## config.mk

```make
export PLATFORM = sky130hd
export DESIGN_NAME = pc_unit
export DESIGN_NICKNAME = d
export VERILOG_FILES = /design/src/rtl/pc_pkg.sv /design/src/rtl/pc_unit_return_addr_stack.sv /design/src/rtl/pc_unit.sv
export SDC_FILE = /design/constraint.sdc
export NUM_CORES = 1
export LEC_CHECK = 0
export CAP_MARGIN = 15
export CORE_UTILIZATION = 53
export CTS_CLUSTER_SIZE = 16
export DETAILED_ROUTE_END_ITERATION = 6
export GPL_ROUTABILITY_DRIVEN = 0
export GPL_TIMING_DRIVEN = 0
export PLACE_DENSITY = 0.81
export SLEW_MARGIN = 20
export SYNTH_ARGS = -nofsm -noshare
export SYNTH_HDL_FRONTEND = slang
export SYNTH_HIERARCHICAL = 1
export SYNTH_SLANG_ARGS = --single-unit
export TNS_END_PERCENT = 100
```

## constraint.sdc

```tcl
create_clock -name clk -period 4.85 [get_ports clk]
set_input_delay 0.97 -clock clk [delete_from_list [all_inputs] [get_ports clk]]
set_output_delay 0.97 -clock clk [all_outputs]
set_load 0.05 [all_outputs]
```

## src/rtl/pc_pkg.sv

```systemverilog
// Shared types and default parameter values for the program-counter unit.
package pc_pkg;

    typedef enum logic [2:0] {
        SEL_SEQ,
        SEL_BRANCH,
        SEL_JUMP,
        SEL_JR,
        SEL_RET,
        SEL_EXC
    } next_pc_sel_t;

    localparam int          DEF_ADDR_W     = 32;
    localparam int          DEF_INC        = 1;
    localparam logic [31:0] DEF_RESET_PC   = 32'h0000_0000;
    localparam logic [31:0] DEF_EXC_VECTOR = 32'h0000_0100;
    localparam int          DEF_RAS_DEPTH  = 4;

endpackage

```

## src/rtl/pc_unit_return_addr_stack.sv

```systemverilog
// Circular return-address stack: a push while full overwrites the oldest entry.
// Popping an empty stack is ignored.
module return_addr_stack
    import pc_pkg::*;
#(
    parameter int DEPTH = DEF_RAS_DEPTH,
    parameter int W     = DEF_ADDR_W
) (
    input  logic                   clk,
    input  logic                   reset,
    input  logic                   push,
    input  logic                   pop,
    input  logic [W-1:0]           push_data,
    output logic [W-1:0]           top,
    output logic [$clog2(DEPTH):0] count,
    output logic                   full,
    output logic                   empty
);

    localparam int PTR_W = $clog2(DEPTH);
    localparam int CNT_W = PTR_W + 1;

    logic [W-1:0]     mem [DEPTH];
    logic [PTR_W-1:0] ptr;
    logic [PTR_W-1:0] top_ptr;
    logic             swap;

    // ptr addresses the next free slot, so the top entry sits just below it.
    assign top_ptr = ptr - PTR_W'(1);
    assign top     = mem[top_ptr];
    assign full    = (count == CNT_W'(DEPTH));
    assign empty   = (count == '0);
    assign swap    = push && pop && !empty;

    always_ff @(posedge clk) begin
        if (reset) begin
            ptr   <= '0;
            count <= '0;
        end else if (swap) begin
            ptr   <= ptr;
            count <= count;
        end else if (push) begin
            ptr <= ptr + PTR_W'(1);
            if (!full)
                count <= count + CNT_W'(1);
        end else if (pop && !empty) begin
            ptr   <= top_ptr;
            count <= count - CNT_W'(1);
        end
    end

    // A swap replaces the top in place; a plain push lands on the free slot.
    always_ff @(posedge clk) begin
        if (!reset && push)
            mem[swap ? top_ptr : ptr] <= push_data;
    end

endmodule

```

## src/rtl/pc_unit.sv

```systemverilog
// Program-counter unit: prioritised next-PC mux, PC register, return-address
// stack for call/return and a one-cycle return-underflow flag.
module pc_unit
    import pc_pkg::*;
#(
    parameter int                ADDR_W     = DEF_ADDR_W,
    parameter int                INC        = DEF_INC,
    parameter logic [ADDR_W-1:0] RESET_PC   = ADDR_W'(DEF_RESET_PC),
    parameter logic [ADDR_W-1:0] EXC_VECTOR = ADDR_W'(DEF_EXC_VECTOR),
    parameter int                RAS_DEPTH  = DEF_RAS_DEPTH
) (
    input  logic                         clk,
    input  logic                         reset,
    input  logic                         stall,
    input  logic                         branch,
    input  logic                         zero,
    input  logic [ADDR_W-1:0]            branch_offset,
    input  logic                         jump,
    input  logic [ADDR_W-1:0]            jump_target,
    input  logic                         jr,
    input  logic [ADDR_W-1:0]            jr_target,
    input  logic                         call,
    input  logic                         ret,
    input  logic                         exc,
    output logic [ADDR_W-1:0]            pc,
    output logic [ADDR_W-1:0]            pc_plus_inc,
    output logic [$clog2(RAS_DEPTH):0]   ras_count,
    output logic                         ras_full,
    output logic                         ret_underflow
);

    localparam logic [ADDR_W-1:0] INC_V = ADDR_W'(INC);

    next_pc_sel_t      sel;
    logic [ADDR_W-1:0] next_pc;
    logic [ADDR_W-1:0] ras_top;
    logic              ras_empty;
    logic              advance;
    logic              push;
    logic              pop;

    assign pc_plus_inc = pc + INC_V;

    // Exceptions and stalls freeze the return stack; call/ret are dropped.
    assign advance = !exc && !stall;
    assign push    = call && advance;
    assign pop     = ret && advance;

    always_comb begin
        sel = SEL_SEQ;
        if (exc)
            sel = SEL_EXC;
        else if (ret)
            sel = SEL_RET;
        else if (jr)
            sel = SEL_JR;
        else if (jump)
            sel = SEL_JUMP;
        else if (branch && zero)
            sel = SEL_BRANCH;
    end

    // An empty-stack return falls through to the sequential address.
    always_comb begin
        next_pc = pc_plus_inc;
        case (sel)
            SEL_EXC:    next_pc = EXC_VECTOR;
            SEL_RET:    next_pc = ras_empty ? pc_plus_inc : ras_top;
            SEL_JR:     next_pc = jr_target;
            SEL_JUMP:   next_pc = jump_target;
            SEL_BRANCH: next_pc = pc_plus_inc + branch_offset;
            default:    next_pc = pc_plus_inc;
        endcase
    end

    always_ff @(posedge clk) begin
        if (reset) begin
            pc            <= RESET_PC;
            ret_underflow <= 1'b0;
        end else begin
            ret_underflow <= pop && ras_empty;
            if (exc || !stall)
                pc <= next_pc;
        end
    end

    return_addr_stack #(
        .DEPTH (RAS_DEPTH),
        .W     (ADDR_W)
    ) u_ras (
        .clk       (clk),
        .reset     (reset),
        .push      (push),
        .pop       (pop),
        .push_data (pc_plus_inc),
        .top       (ras_top),
        .count     (ras_count),
        .full      (ras_full),
        .empty     (ras_empty)
    );

endmodule

```

==> impl.org <==
** Status
- Status :: complete, no violations

** STA
- For this run, the top clock speed supported by timing is roughly 210 MHz.
- Fin crit share :: between 90 and 100%
- Number of max-slew violations in the final report :: 0
- Least-Margin Pin Slew :: about 0.92 ns
- Worst slack on hold paths :: around 0.56 ns
- Min setup slack post-route :: around 0.14 ns
- RSZ-0062 raised after global routing :: no
- Final Hold Violating Endpoints :: 0
- The clock arrives with around 0.011 ns of skew.
- Fin crit period :: roughly 4.7 ns
- Headroom to the max-slew limit came out at 37.92%.
- Total of endpoints with negative setup slack in the final report :: 0

** Critical path
- Ordered list of cells on the worst path :: ha_1 -> nand3_1 -> nor2_1 -> and3_1 -> and2_4 -> nand2_1 -> xnor2_1 -> clkdlybuf4s50_1
- Maximum fanout encountered on the critical timing path :: 7
- Critical Path Max Stage Delay :: about 0.90 ns
- CP Launch Type :: flop
- STA classifies the critical path endpoint as an output port.
- Data on the critical path is required at its endpoint by just under 4 ns.
- Grouping stages by cell kind, the critical path spends the most delay in simple AND/OR/NAND/NOR gates.
- CP max-delay cell :: sky130_fd_sc_hd__clkdlybuf4s50_1
- Crit path buffers/inverters :: 1
- Data arrives at the worst endpoint at 3.74 ns.
- Type of the worst setup path :: reg2out

** Drt
- Residual antenna-violating net count after detailed routing :: 0
- Number of design-rule violations left by the first detailed-router iteration :: between 1000 and 1500
- Residual DRC count :: 0
- First-pass DRT Iterations :: 5
- DR vias :: 8350
- Wirelength per Cell :: between 20 and 25 um
- Routed vias/inst :: 6.691
- For this block, the routed nets add up to 30.92 mm of wire.

** Power and ir drop
- P_leak :: approximately 4.5 nW
- Power per standard cell area :: around 320 nW/um2
- Summing internal, switching and leakage power gives between 3 and 4 mW.
- Max VDD drop :: 0.2866 mV

** Floorplan
- Vertical die dimension :: about 140 um
- Core area :: between 15000 and 20000 um2
- Initial Util :: about 55%
- In this run the core area contains 48 standard-cell rows.
- The floorplan step defined a die boundary enclosing 18550 um2.
- Top-level port count :: between 150 and 200
- The die is ~140 um wide.

** Synth
- In this run, synthesis produced a sequential element count of around 170.
- The synthesized design spends more area on one cell type than any other, namely sky130_fd_sc_hd__edfxtp_1.
- Number of flops mapped to enable cells by yosys :: between 100 and 150
- Cells after synthesis :: between 800 and 900
- Summed over its instances, the top area cell type makes up between 40% and 50% of the synthesized netlist area.
- After synthesis, the cell types taking the most area are sky130_fd_sc_hd__edfxtp_1 40%, sky130_fd_sc_hd__dfxtp_1 8.0%, sky130_fd_sc_hd__mux4_2 7.6%, sky130_fd_sc_hd__ha_1 5.0%, sky130_fd_sc_hd__a221o_1 3.7%.
- The cell area that synthesis handed to floorplanning was about 9500 um2.
- In the synthesized netlist the async set-or-reset flop fraction comes to 0%.
- In the synthesized netlist the dominant register cell turns out to be sky130_fd_sc_hd__edfxtp_1.
- The share of the Yosys chip area taken by registers is 48.25%.
- A synthesized cell averages around 12 um2.
- Number of warnings issued by yosys :: 6
- Synthesis produced a netlist with a net count of ~960.
- Number of distinct library cells after synthesis :: around 80

** Place
- Including well taps, the total number of placed cells is 1216.
- Summed over all nets, the half-perimeter wirelength after detailed placement is 22.04 mm.
- During placement, the flow inserted port buffers numbering ~170.
- Setup slack at placement :: ~0.34 ns

** Global route
- The number of global-route vias before repair came to about 8000.
- The initial antenna violation count was 0.
- The first global-routing pass estimated between 40 and 50 mm of wire.
- For this run, the total global-route usage over all layers was measured as between 30% and 40%.
- Total global routing overflow :: 0
- Entering global routing, the biggest net connects 24 pins.

** CTS
- The later pin in the worst-skew pair is clocked with a latency of around 0.44 ns.
- Total of hold buffers inserted after clock tree synthesis :: 0
- Sink Count :: around 170
- TritonCTS built the clock tree.
- Longest Clk Path Bufs :: 2
- After clock tree synthesis, the clock-pin slew on the worst setup and hold paths is approximately 0.07 ns.
- H-tree levels :: 4
- Clk Tree Root Cell :: sky130_fd_sc_hd__clkbuf_16
- Number of buffers added by the clock tree synthesis step :: 17

** Cells and area
- Number of antenna diodes :: 0
- Area growth from synthesis to layout :: 28.82%
- Nets :: roughly 1200
- Layout cells sized above 1 :: 12.51%
- Leading cell type in the layout, fill and taps excluded :: sky130_fd_sc_hd__clkdlybuf4s50_1
- Fillcell total :: about 1200
- The library cells used most frequently in the layout, excluding fill and tap cells, are 170 x sky130_fd_sc_hd__clkdlybuf4s50_1, 128 x sky130_fd_sc_hd__edfxtp_1, 56 x sky130_fd_sc_hd__nor2_1, 48 x sky130_fd_sc_hd__nand2_1, 47 x sky130_fd_sc_hd__a21oi_1.
- Core occupancy in the finished layout :: between 70% and 80%
- For this run, the number of standard cells in the final layout without fillers is 1248.

** Hold path
- The path class of the tightest hold or removal check is reg2reg.

** Run
- Maximum capacitance violations :: 0
==> per-stage QoR <==
stage / TNS, ns / cell area (um2)
floorplan: 0 / 9543
global placement: -41.22 / 11560
detailed placement: 0 / 11700
CTS: 0 / 12280
global route: 0 / 12290
finish: 0 / 12290
==> report_power, final <==
group          switching [mW]  internal [mW]
clock                   0.603          0.743
combinational           0.556          0.365
sequential             0.0392           1.57
==> final timing paths <==
check	from	to	slack, ns	cells after the start
max	pc[0]	pc_plus_inc[30]	0.14	8
min	pc[5]	pc[5]	0.56	2
max reg2reg	pc[0]	pc[30]	0.29	16
min reg2reg	pc[5]	pc[5]	0.56	2
==> final cells by class <==
type	instances	area (um2)	area share, %
Inverter	22	82.58	0.6718
Sequential cell	166	4604	37.46
Multi-Input combinational cell	578	4668	37.97
Timing Repair Buffer	179	1859	15.12
Clock inverter	13	121.4	0.9873
Tap cell	225	281.5	2.290
Buffer	46	221.5	1.802
Clock buffer	19	454.2	3.695
==> metal layers <==
layer,track usage (%),vias up,share of wire (%)
li1,-,3607,-
met1,45.28,3990,37
met2,54.31,643,46
met3,7.084,110,13
met4,15.06,0,3.9
met5,0,-,0
==> worst register-to-register path: stages (launching register included) <==
cell and delay (ns):
sky130_fd_sc_hd__dfxtp_1 0.46, sky130_fd_sc_hd__ha_1 0.24, sky130_fd_sc_hd__nand3_1 0.16, sky130_fd_sc_hd__nor2_1 0.50, sky130_fd_sc_hd__and3_1 0.33, sky130_fd_sc_hd__and2_4 0.20
sky130_fd_sc_hd__nand2_1 0.07, sky130_fd_sc_hd__xnor2_1 0.49, sky130_fd_sc_hd__ha_1 0.40, sky130_fd_sc_hd__nand4_1 0.15, sky130_fd_sc_hd__o22a_1 0.16, sky130_fd_sc_hd__a32o_1 0.22
sky130_fd_sc_hd__nand2b_1 0.08, sky130_fd_sc_hd__o211a_1 0.25, sky130_fd_sc_hd__o21ai_1 0.21, sky130_fd_sc_hd__mux2_4 0.33, sky130_fd_sc_hd__o41ai_2 0.23
==> cells by family after synthesis <==
group	count (synthesis)	share of synthesized area, %
AOI/OAI and AO/OA	223	17.79
and+or+nand+nor	220	11.84
DFF	166	48.25
buffers and inverters	68	3.186
xor gates and xnor gates	59	5.494
adders and majority gates	40	5.402
muxes	36	8.037
==> registers in the layout, indices dropped and copies added, names as in the netlist <==
name           cells
u_ras/count        3
ret_underflow      1
u_ras/ptr          2
pc                32
u_ras/mem        128
==> timing repair <==
item / 4_1_cts / 5_1_grt
endpoints found under the setup margin: 0 / 5
resized for setup: 0 / 4
hold endpoints to repair: 0 / 0
setup buffers: 0 / 0
==> synthesized netlist by cell type (4+ instances only) <==
master / instances
sky130_fd_sc_hd__a31oi_1: 10
sky130_fd_sc_hd__a222oi_1: 5
sky130_fd_sc_hd__nand2_1: 48
sky130_fd_sc_hd__buf_4: 7
sky130_fd_sc_hd__nand4_1: 15
sky130_fd_sc_hd__inv_1: 22
sky130_fd_sc_hd__mux4_2: 32
sky130_fd_sc_hd__a21o_1: 12
sky130_fd_sc_hd__clkbuf_1: 26
sky130_fd_sc_hd__nor3_1: 23
sky130_fd_sc_hd__dfxtp_1: 38
sky130_fd_sc_hd__a221oi_1: 18
sky130_fd_sc_hd__a221o_1: 35
sky130_fd_sc_hd__o21a_1: 4
sky130_fd_sc_hd__nand3_1: 21
sky130_fd_sc_hd__o21ai_0: 33
sky130_fd_sc_hd__a211oi_1: 5
sky130_fd_sc_hd__and4_1: 5
sky130_fd_sc_hd__and3_1: 13
sky130_fd_sc_hd__nand2b_1: 7
sky130_fd_sc_hd__xnor2_1: 39
sky130_fd_sc_hd__a21oi_1: 48
sky130_fd_sc_hd__edfxtp_1: 128
sky130_fd_sc_hd__ha_1: 38
sky130_fd_sc_hd__o21bai_1: 5
sky130_fd_sc_hd__xor2_1: 19
sky130_fd_sc_hd__buf_2: 11
sky130_fd_sc_hd__and3_4: 4
sky130_fd_sc_hd__nor2_1: 56
No activity file was read; power rests on OpenSTA's default activity.
